==> src/rtl/ysyx_25030081_pc_unit_if.sv <==
// ysyx_25030081_pc_unit_if
// Fetch handshake between the PC unit and the IFU.
//   pc        : current PC offered to the IFU
//   pc_valid  : PC is offered and is held stable until accepted
//   ifu_ready : IFU accepts pc in a cycle where pc_valid=1
// Modports:
//   master : PC unit side (drives pc/pc_valid, samples ifu_ready)
//   slave  : IFU side (samples pc/pc_valid, drives ifu_ready)
interface ysyx_25030081_pc_unit_if #(
  parameter int DATA_WIDTH = 32
);
  logic [DATA_WIDTH-1:0] pc;
  logic                  pc_valid;
  logic                  ifu_ready;

  modport master (output pc, output pc_valid, input ifu_ready);
  modport slave  (input pc, input pc_valid, output ifu_ready);
endinterface

==> src/rtl/ysyx_25030081_pc_unit.sv <==
// ysyx_25030081_pc_unit
// Program-counter unit for the multi-cycle core. Holds the architectural
// PC, offers it to the IFU through a valid/ready handshake, resolves the
// next PC when an instruction commits, flags misaligned control-flow
// targets and counts retired instructions.
// Ports:
//   clk, rst       : clock and synchronous active-high reset
//   ifu            : fetch handshake (pc, pc_valid out; ifu_ready in)
//   commit_valid   : retiring instruction this cycle, qualifies the inputs below
//   branch         : control-flow class (000 seq, 001 jal, 010 jalr, 011 rsvd,
//                    100 beq, 101 bne, 110 blt(u), 111 bge(u))
//   zero, less     : ALU compare flags
//   rdata1, imm    : jalr base and sign-extended immediate
//   trap, mret     : exception entry / return for the retiring instruction
//   trap_vec, mepc : redirect targets, always valid
//   misalign       : one-cycle pulse after a commit whose target was misaligned
//   misalign_addr  : offending target, holds its last value
//   retire_cnt     : committed instruction count, wraps silently
module ysyx_25030081_pc_unit #(
  parameter int                    DATA_WIDTH = 32,
  parameter logic [DATA_WIDTH-1:0] RESET_PC   = 32'h8000_0000,
  parameter bit                    COMPRESSED = 1'b0,
  parameter int                    CNT_WIDTH  = 64
) (
  input  logic                           clk,
  input  logic                           rst,
  ysyx_25030081_pc_unit_if.master        ifu,
  input  logic                           commit_valid,
  input  logic [2:0]                     branch,
  input  logic                           zero,
  input  logic                           less,
  input  logic [DATA_WIDTH-1:0]          rdata1,
  input  logic [DATA_WIDTH-1:0]          imm,
  input  logic                           trap,
  input  logic                           mret,
  input  logic [DATA_WIDTH-1:0]          trap_vec,
  input  logic [DATA_WIDTH-1:0]          mepc,
  output logic                           misalign,
  output logic [DATA_WIDTH-1:0]          misalign_addr,
  output logic [CNT_WIDTH-1:0]           retire_cnt
);

  typedef enum logic {ISSUE, EXEC} state_t;

  state_t                state_q, state_d;
  logic [DATA_WIDTH-1:0] pc_q, pc_d;
  logic [CNT_WIDTH-1:0]  cnt_q, cnt_d;
  logic                  mis_q, mis_d;
  logic [DATA_WIDTH-1:0] mis_addr_q, mis_addr_d;

  logic [DATA_WIDTH-1:0] seq_pc;
  logic [DATA_WIDTH-1:0] cf_target;
  logic                  cf_taken;
  logic                  cf_misaligned;

  // Control-flow target for the non-trap, non-mret case. jalr clears bit 0
  // of its sum, so it can only fail the 4-byte check (via bit 1).
  // Only a target that is actually taken is checked for alignment.
  always_comb begin
    seq_pc    = pc_q + DATA_WIDTH'(4);
    cf_target = pc_q + imm;
    cf_taken  = 1'b0;
    unique case (branch)
      3'b001:  cf_taken = 1'b1;
      3'b010: begin
        cf_target = (rdata1 + imm) & {{(DATA_WIDTH-1){1'b1}}, 1'b0};
        cf_taken  = 1'b1;
      end
      3'b100:  cf_taken = zero;
      3'b101:  cf_taken = ~zero;
      3'b110:  cf_taken = less;
      3'b111:  cf_taken = ~less;
      default: cf_taken = 1'b0;
    endcase
    if (COMPRESSED) begin
      cf_misaligned = cf_taken & cf_target[0];
    end else begin
      cf_misaligned = cf_taken & (|cf_target[1:0]);
    end
  end

  // Next-state logic. The PC is offered whenever the FSM sits in ISSUE, so
  // the offer reappears the cycle after a commit. commit_valid seen in ISSUE
  // is a protocol violation and is deliberately ignored. A misaligned target
  // redirects to trap_vec and does not count as a retirement.
  always_comb begin
    state_d    = state_q;
    pc_d       = pc_q;
    cnt_d      = cnt_q;
    mis_d      = 1'b0;
    mis_addr_d = mis_addr_q;
    unique case (state_q)
      ISSUE: begin
        if (ifu.ifu_ready) begin
          state_d = EXEC;
        end
      end
      EXEC: begin
        if (commit_valid) begin
          state_d = ISSUE;
          if (trap) begin
            pc_d  = trap_vec;
            cnt_d = cnt_q + CNT_WIDTH'(1);
          end else if (mret) begin
            pc_d  = mepc;
            cnt_d = cnt_q + CNT_WIDTH'(1);
          end else if (cf_misaligned) begin
            pc_d       = trap_vec;
            mis_d      = 1'b1;
            mis_addr_d = cf_target;
          end else begin
            pc_d  = cf_taken ? cf_target : seq_pc;
            cnt_d = cnt_q + CNT_WIDTH'(1);
          end
        end
      end
      default: state_d = ISSUE;
    endcase
  end

  // State registers; reset wins over any commit in the same cycle.
  always_ff @(posedge clk) begin
    if (rst) begin
      state_q    <= ISSUE;
      pc_q       <= RESET_PC;
      cnt_q      <= '0;
      mis_q      <= 1'b0;
      mis_addr_q <= '0;
    end else begin
      state_q    <= state_d;
      pc_q       <= pc_d;
      cnt_q      <= cnt_d;
      mis_q      <= mis_d;
      mis_addr_q <= mis_addr_d;
    end
  end

  assign ifu.pc        = pc_q;
  assign ifu.pc_valid  = (state_q == ISSUE);
  assign misalign      = mis_q;
  assign misalign_addr = mis_addr_q;
  assign retire_cnt    = cnt_q;

endmodule

==> src/flat_wrapper.sv <==
// flat-port wrapper written by rule: the top's interface ports become plain ports
module ysyx_25030081_pc_unit_flat 
#(
  parameter int                    DATA_WIDTH = 32,
  parameter logic [DATA_WIDTH-1:0] RESET_PC   = 32'h8000_0000,
  parameter bit                    COMPRESSED = 1'b0,
  parameter int                    CNT_WIDTH  = 64
)
  (clk, rst, commit_valid, branch, zero, less, rdata1, imm, trap, mret, trap_vec, mepc, misalign, misalign_addr, retire_cnt, ifu_pc, ifu_pc_valid, ifu_ifu_ready);
  ysyx_25030081_pc_unit_if #(.DATA_WIDTH(DATA_WIDTH)) ifu_i ();
  input  logic clk;
  input  logic rst;
  input  logic commit_valid;
  input  logic [2:0] branch;
  input  logic zero;
  input  logic less;
  input  logic [DATA_WIDTH-1:0] rdata1;
  input  logic [DATA_WIDTH-1:0] imm;
  input  logic trap;
  input  logic mret;
  input  logic [DATA_WIDTH-1:0] trap_vec;
  input  logic [DATA_WIDTH-1:0] mepc;
  output logic misalign;
  output logic [DATA_WIDTH-1:0] misalign_addr;
  output logic [CNT_WIDTH-1:0] retire_cnt;
  output wire logic [$bits(ifu_i.pc)-1:0] ifu_pc;
  output wire logic [$bits(ifu_i.pc_valid)-1:0] ifu_pc_valid;
  input wire logic [$bits(ifu_i.ifu_ready)-1:0] ifu_ifu_ready;
  assign ifu_pc = ifu_i.pc;
  assign ifu_pc_valid = ifu_i.pc_valid;
  assign ifu_i.ifu_ready = ifu_ifu_ready;
  ysyx_25030081_pc_unit #(.DATA_WIDTH(DATA_WIDTH), .RESET_PC(RESET_PC), .COMPRESSED(COMPRESSED), .CNT_WIDTH(CNT_WIDTH)) u_core (.clk(clk), .rst(rst), .ifu(ifu_i), .commit_valid(commit_valid), .branch(branch), .zero(zero), .less(less), .rdata1(rdata1), .imm(imm), .trap(trap), .mret(mret), .trap_vec(trap_vec), .mepc(mepc), .misalign(misalign), .misalign_addr(misalign_addr), .retire_cnt(retire_cnt));
endmodule
==> config.mk <==
export PLATFORM = sky130hd
export DESIGN_NAME = ysyx_25030081_pc_unit_flat
export DESIGN_NICKNAME = d
export VERILOG_FILES = /design/src/rtl/ysyx_25030081_pc_unit_if.sv /design/src/rtl/ysyx_25030081_pc_unit.sv /design/src/flat_wrapper.sv
export SDC_FILE = /design/constraint.sdc
export NUM_CORES = 1
export LEC_CHECK = 0
export BUFFER_PORTS_ARGS = -buffer_cell sky130_fd_sc_hd__buf_2
export CAP_MARGIN = 20
export CORE_MARGIN = 1.5
export CORE_UTILIZATION = 49
export DETAILED_ROUTE_END_ITERATION = 8
export PLACE_DENSITY = 0.78
export SLEW_MARGIN = 20
export SYNTH_ARGS = -nofsm -noshare
export SYNTH_HDL_FRONTEND = slang
export SYNTH_SLANG_ARGS = --single-unit
==> constraint.sdc <==
create_clock -name clk -period 2.9 [get_ports clk]
set_input_delay 0.29 -clock clk [delete_from_list [all_inputs] [get_ports clk]]
set_output_delay 0.29 -clock clk [all_outputs]
set_load 0.02 [all_outputs]
==> results by stage <==
Global routing:
- In the global route stage, overall resource usage came out at 0.351.
- The wire length of the first global-routing pass is 60500 µm.
- The number of antenna violations at the first check in global routing is 3.
- Global routing finished with a remaining overflow of 0.
- The via count of the first global-routing pass was 11369.
- The maximum number of pins on one net before global-route repair is 99.

Drt:
- The routed design has 39900 µm of wire.
- The detailed-route vias per instance is 6.12.
- The routed layout has 12341 vias.
- Before antenna repair, the detailed router went through 6 iterations.
- The remaining antenna violation count after routing is 0.
- For this block, the initial DRC count from the detailed router was 1260.
- In the final routed layout, each cell accounts on average for 19.8 µm.
- For this run, design rule violations remaining after detail routing come to 0.

Layout:
- The area growth from synthesis to final layout is 33.6%.
- The number of filler cells placed in the layout is 1738.
- The number of antenna diodes in the final layout is 0.
- The final standard cell utilization of the core is 0.675.
- The final net count is 1936.
- Of the cells placed in the final design, the portion with a size suffix greater than 1 is 0.301.

Clock network:
- The number of H-tree levels is 4.
- The cell at the root of the clock tree is sky130_fd_sc_hd__clkbuf_16.
- Clock-pin slew was measured on the worst setup and hold paths at 0.07 ns.
- The clock tree from TritonCTS is built.
- The TritonCTS buffer count is 17.
- The maximum count of clock buffers along a single path is 2.
- The cts-stage hold buffer count is 0.
- The later pin in the worst-skew pair is clocked with a latency of 0.43 ns.
- The number of sinks driven by the clock tree is 130.

Floorplan:
- The initial core utilization is 0.505.
- In this run the vertical extent of the chip is 148 µm.
- The area enclosed by the die boundary is 0.0220 mm².
- The core region is 0.0204 mm².
- The width of the chip is 148 µm.
- The top-level I/O count is 269.
- The cell row count is 52.

Pwr:
- Power spread over the standard cell area amounts to 418 mW/mm².
- In this run the static leakage power is 0.00639 µW.
- IR analysis of the VDD net gives a maximum drop of 385 µV.

Critical path:
- Data on the critical path arrives at its endpoint at 3.15 ns.
- STA puts the critical path data required time at 3.18 ns.
- The worst register-to-register path has a depth of 12.
- The critical path start-end classification is reg -> reg.
- The end of the worst register-to-register path is u_core.ifu.pc[10].
- STA classifies the critical path startpoint as a flop.
- The critical-path maximum fanout is 3.
- In this run the critical register-to-register path is launched from u_core.ifu.pc[7].
- The worst setup slack for register-to-register paths is 0.02 ns.
- The capturing element type of the critical path is a flop.

STA:
- The worst path meets setup with 0.0246 ns of slack.
- The worst clock skew is 0.0117 ns.
- The number of pins with negative max-slew slack in the final report came to 0.
- Headroom to the max-slew limit came out at 0.273.
- The share of the clock period used by the worst path is 0.992.
- Setup violations remaining at the end of the flow were counted as 0.
- Setup repair after global routing could not meet its margin everywhere.
- The number of hold-slack violations in the final timing report came to 0.
- The final critical-path required period is 2.88 ns.
- Static timing analysis puts the maximum clock frequency at 348 MHz.
- The pin slew with the least headroom to its limit is 1.09 ns.

Yosys:
- The largest total area in the synthesized netlist belongs to sky130_fd_sc_hd__dfxtp_1.
- The count of distinct cell types in the synthesized netlist is 83.
- For this run, the register share of the synthesized area comes to 0.252.
- The flip-flop and latch count after synthesis is 130.
- Ranked by total cell area, the synthesized netlist is headed by sky130_fd_sc_hd__dfxtp_1, sky130_fd_sc_hd__ha_1, sky130_fd_sc_hd__xor2_1.
- When the netlist entered floorplanning its net count stood at 1549.
- Counting flops with an async set or reset pin after synthesis yields a share of 0.
- Counting instances in the post-synthesis netlist gives the leading cell types as sky130_fd_sc_hd__nor2_1, sky130_fd_sc_hd__dfxtp_1, sky130_fd_sc_hd__nand2_1.
- The mean cell area of the mapped netlist is 7.68 µm².
- In this run the cell area of the synthesized design comes to 0.0103 mm².
- Of the post-synthesis cell area, the dominant cell type holds 0.252.
- The cell count after synthesis is 1345.
- The most numerous cell in the Yosys netlist is sky130_fd_sc_hd__nor2_1.
- Yosys mapped a number of flops with a built-in enable equal to 0.
- The number of warnings reported in the yosys synthesis log is 0.
- The flip-flop cell with the highest count after synthesis is sky130_fd_sc_hd__dfxtp_1.

Placed design:
- In this run the tool buffered the top-level ports with 268 buffer cells.
- The placed wire-length estimate after detailed placement is 30600 µm.
- At the end of routability-driven placement, the weighted congestion stood at 1.00.
- Prior to clock tree synthesis, the placed netlist has a worst setup slack of -0.254 ns.

Flow run:
- The number of max-cap violations is 0.

Worst hold path:
- The path class of the tightest hold or removal check is in -> reg.
- The startpoint identified for the worst hold timing path is ifu_ifu_ready.
- The worst hold path terminates at u_core.state_q.
- The number of stages on the worst hold path is 2.

Outcome:
- The run finished with clean final reports.
placed cells by master (no fill, tap or decap), types with 29 or more instances in the layout:
| cell | instances |
|---|---|
| sky130_fd_sc_hd__and3_1 | 35 |
| sky130_fd_sc_hd__dfxtp_1 | 128 |
| sky130_fd_sc_hd__buf_4 | 159 |
| sky130_fd_sc_hd__buf_2 | 267 |
| sky130_fd_sc_hd__xnor2_1 | 51 |
| sky130_fd_sc_hd__a21oi_1 | 103 |
| sky130_fd_sc_hd__nand2_1 | 123 |
| sky130_fd_sc_hd__ha_1 | 61 |
| sky130_fd_sc_hd__nand3_1 | 48 |
| sky130_fd_sc_hd__a211oi_1 | 32 |
| sky130_fd_sc_hd__o21ai_0 | 76 |
| sky130_fd_sc_hd__a21o_1 | 29 |
| sky130_fd_sc_hd__nor2_1 | 146 |
| sky130_fd_sc_hd__xor2_1 | 67 |
flip-flops by register name, summed over array words and instances (netlist names):
register,count
u_core.state_q,1
u_core.ifu.pc,32
u_core.misalign_addr,32
u_core.retire_cnt,64
u_core.misalign,1
per-stage QoR:
stage	std cells	cell area [µm²]	total power, µW	hold WS, ns	setup TNS, ns
2_1_floorplan	1345	10300	2840	0.400	0
3_3_place_gp	1975	13000	3530	0.437	-1.87
3_5_place_dp	1975	13000	3550	0.446	-4.39
4_1_cts	2010	13600	5680	0.0671	-0.0359
5_1_grt	2015	13800	5980	0.0784	-0.132
6_report	2015	13800	5770	0.0705	0
worst max-delay path, stage by stage, from the launching register on:
cell and delay (ns):
sky130_fd_sc_hd__dfxtp_1 0.32, sky130_fd_sc_hd__ha_1 0.35, sky130_fd_sc_hd__a2111oi_2 0.45, sky130_fd_sc_hd__o21ai_2 0.13, sky130_fd_sc_hd__and2_1 0.18, sky130_fd_sc_hd__buf_4 0.14
sky130_fd_sc_hd__a21oi_1 0.16, sky130_fd_sc_hd__o21bai_1 0.11, sky130_fd_sc_hd__xnor2_1 0.13, sky130_fd_sc_hd__mux2i_1 0.13, sky130_fd_sc_hd__buf_4 0.16, sky130_fd_sc_hd__a21oi_1 0.06
sky130_fd_sc_hd__o21ai_0 0.40
cell type report:
class | instances | area [µm²] | area share
clock buffers | 17 | 425 | 0.0308
clock inverters | 15 | 144 | 0.0104
inverters | 22 | 82.6 | 0.00599
multi-input cells | 1129 | 7580 | 0.549
flip-flops and latches | 130 | 2610 | 0.189
well taps | 270 | 338 | 0.0245
repair buffers | 432 | 2620 | 0.190
layer usage:
layer | GRT usage | wire length [µm] | vias up
met3 | 0.0663 | 4530 | 116
met1 | 0.483 | 16400 | 5683
met2 | 0.539 | 17400 | 773
li1 | - | - | 5765
met4 | 0.146 | 1440 | 4
met5 | 0 | 26 | -
power by group:
group | total [µW] | leakage, µW | switching [µW] | internal, µW
clock network | 2140 | 0.000274 | 938 | 1200
logic | 1770 | 0.00506 | 1030 | 745
registers | 1850 | 0.00105 | 34.4 | 1820
how the worst max path moves through the flow:
stage / end / slack [ns] / from / cells past startpoint
finish: u_core.ifu.pc[10] / 0.02 / u_core.ifu.pc[7] / 12
global route: u_core.misalign_addr[30] / -0.04 / u_core.ifu.pc[0] / 12
CTS: u_core.misalign_addr[30] / -0.03 / u_core.ifu.pc[0] / 12
detailed placement: u_core.ifu.pc[14] / -0.25 / imm[0] / 14
global placement: u_core.misalign_addr[27] / -0.22 / imm[1] / 14
floorplan: u_core.retire_cnt[63] / 0.006 / u_core.ifu.pc[0] / 11
cell families after synthesis:
group	Yosys count	synth area share
and+or+nand+nor	490	0.235
AOI/OAI and AO/OA	439	0.283
DFF	130	0.252
xor gates and xnor gates	119	0.101
buffers and inverters	86	0.0326
adders and majority gates	65	0.0802
muxes	16	0.0160
repair_timing:
action                                  CTS  global route
endpoints found under the setup margin   11            58
pin swaps                                 8            30
gates resized for setup                   9            37
setup buffers                             3             5
Power figures use the tool's default switching activity.
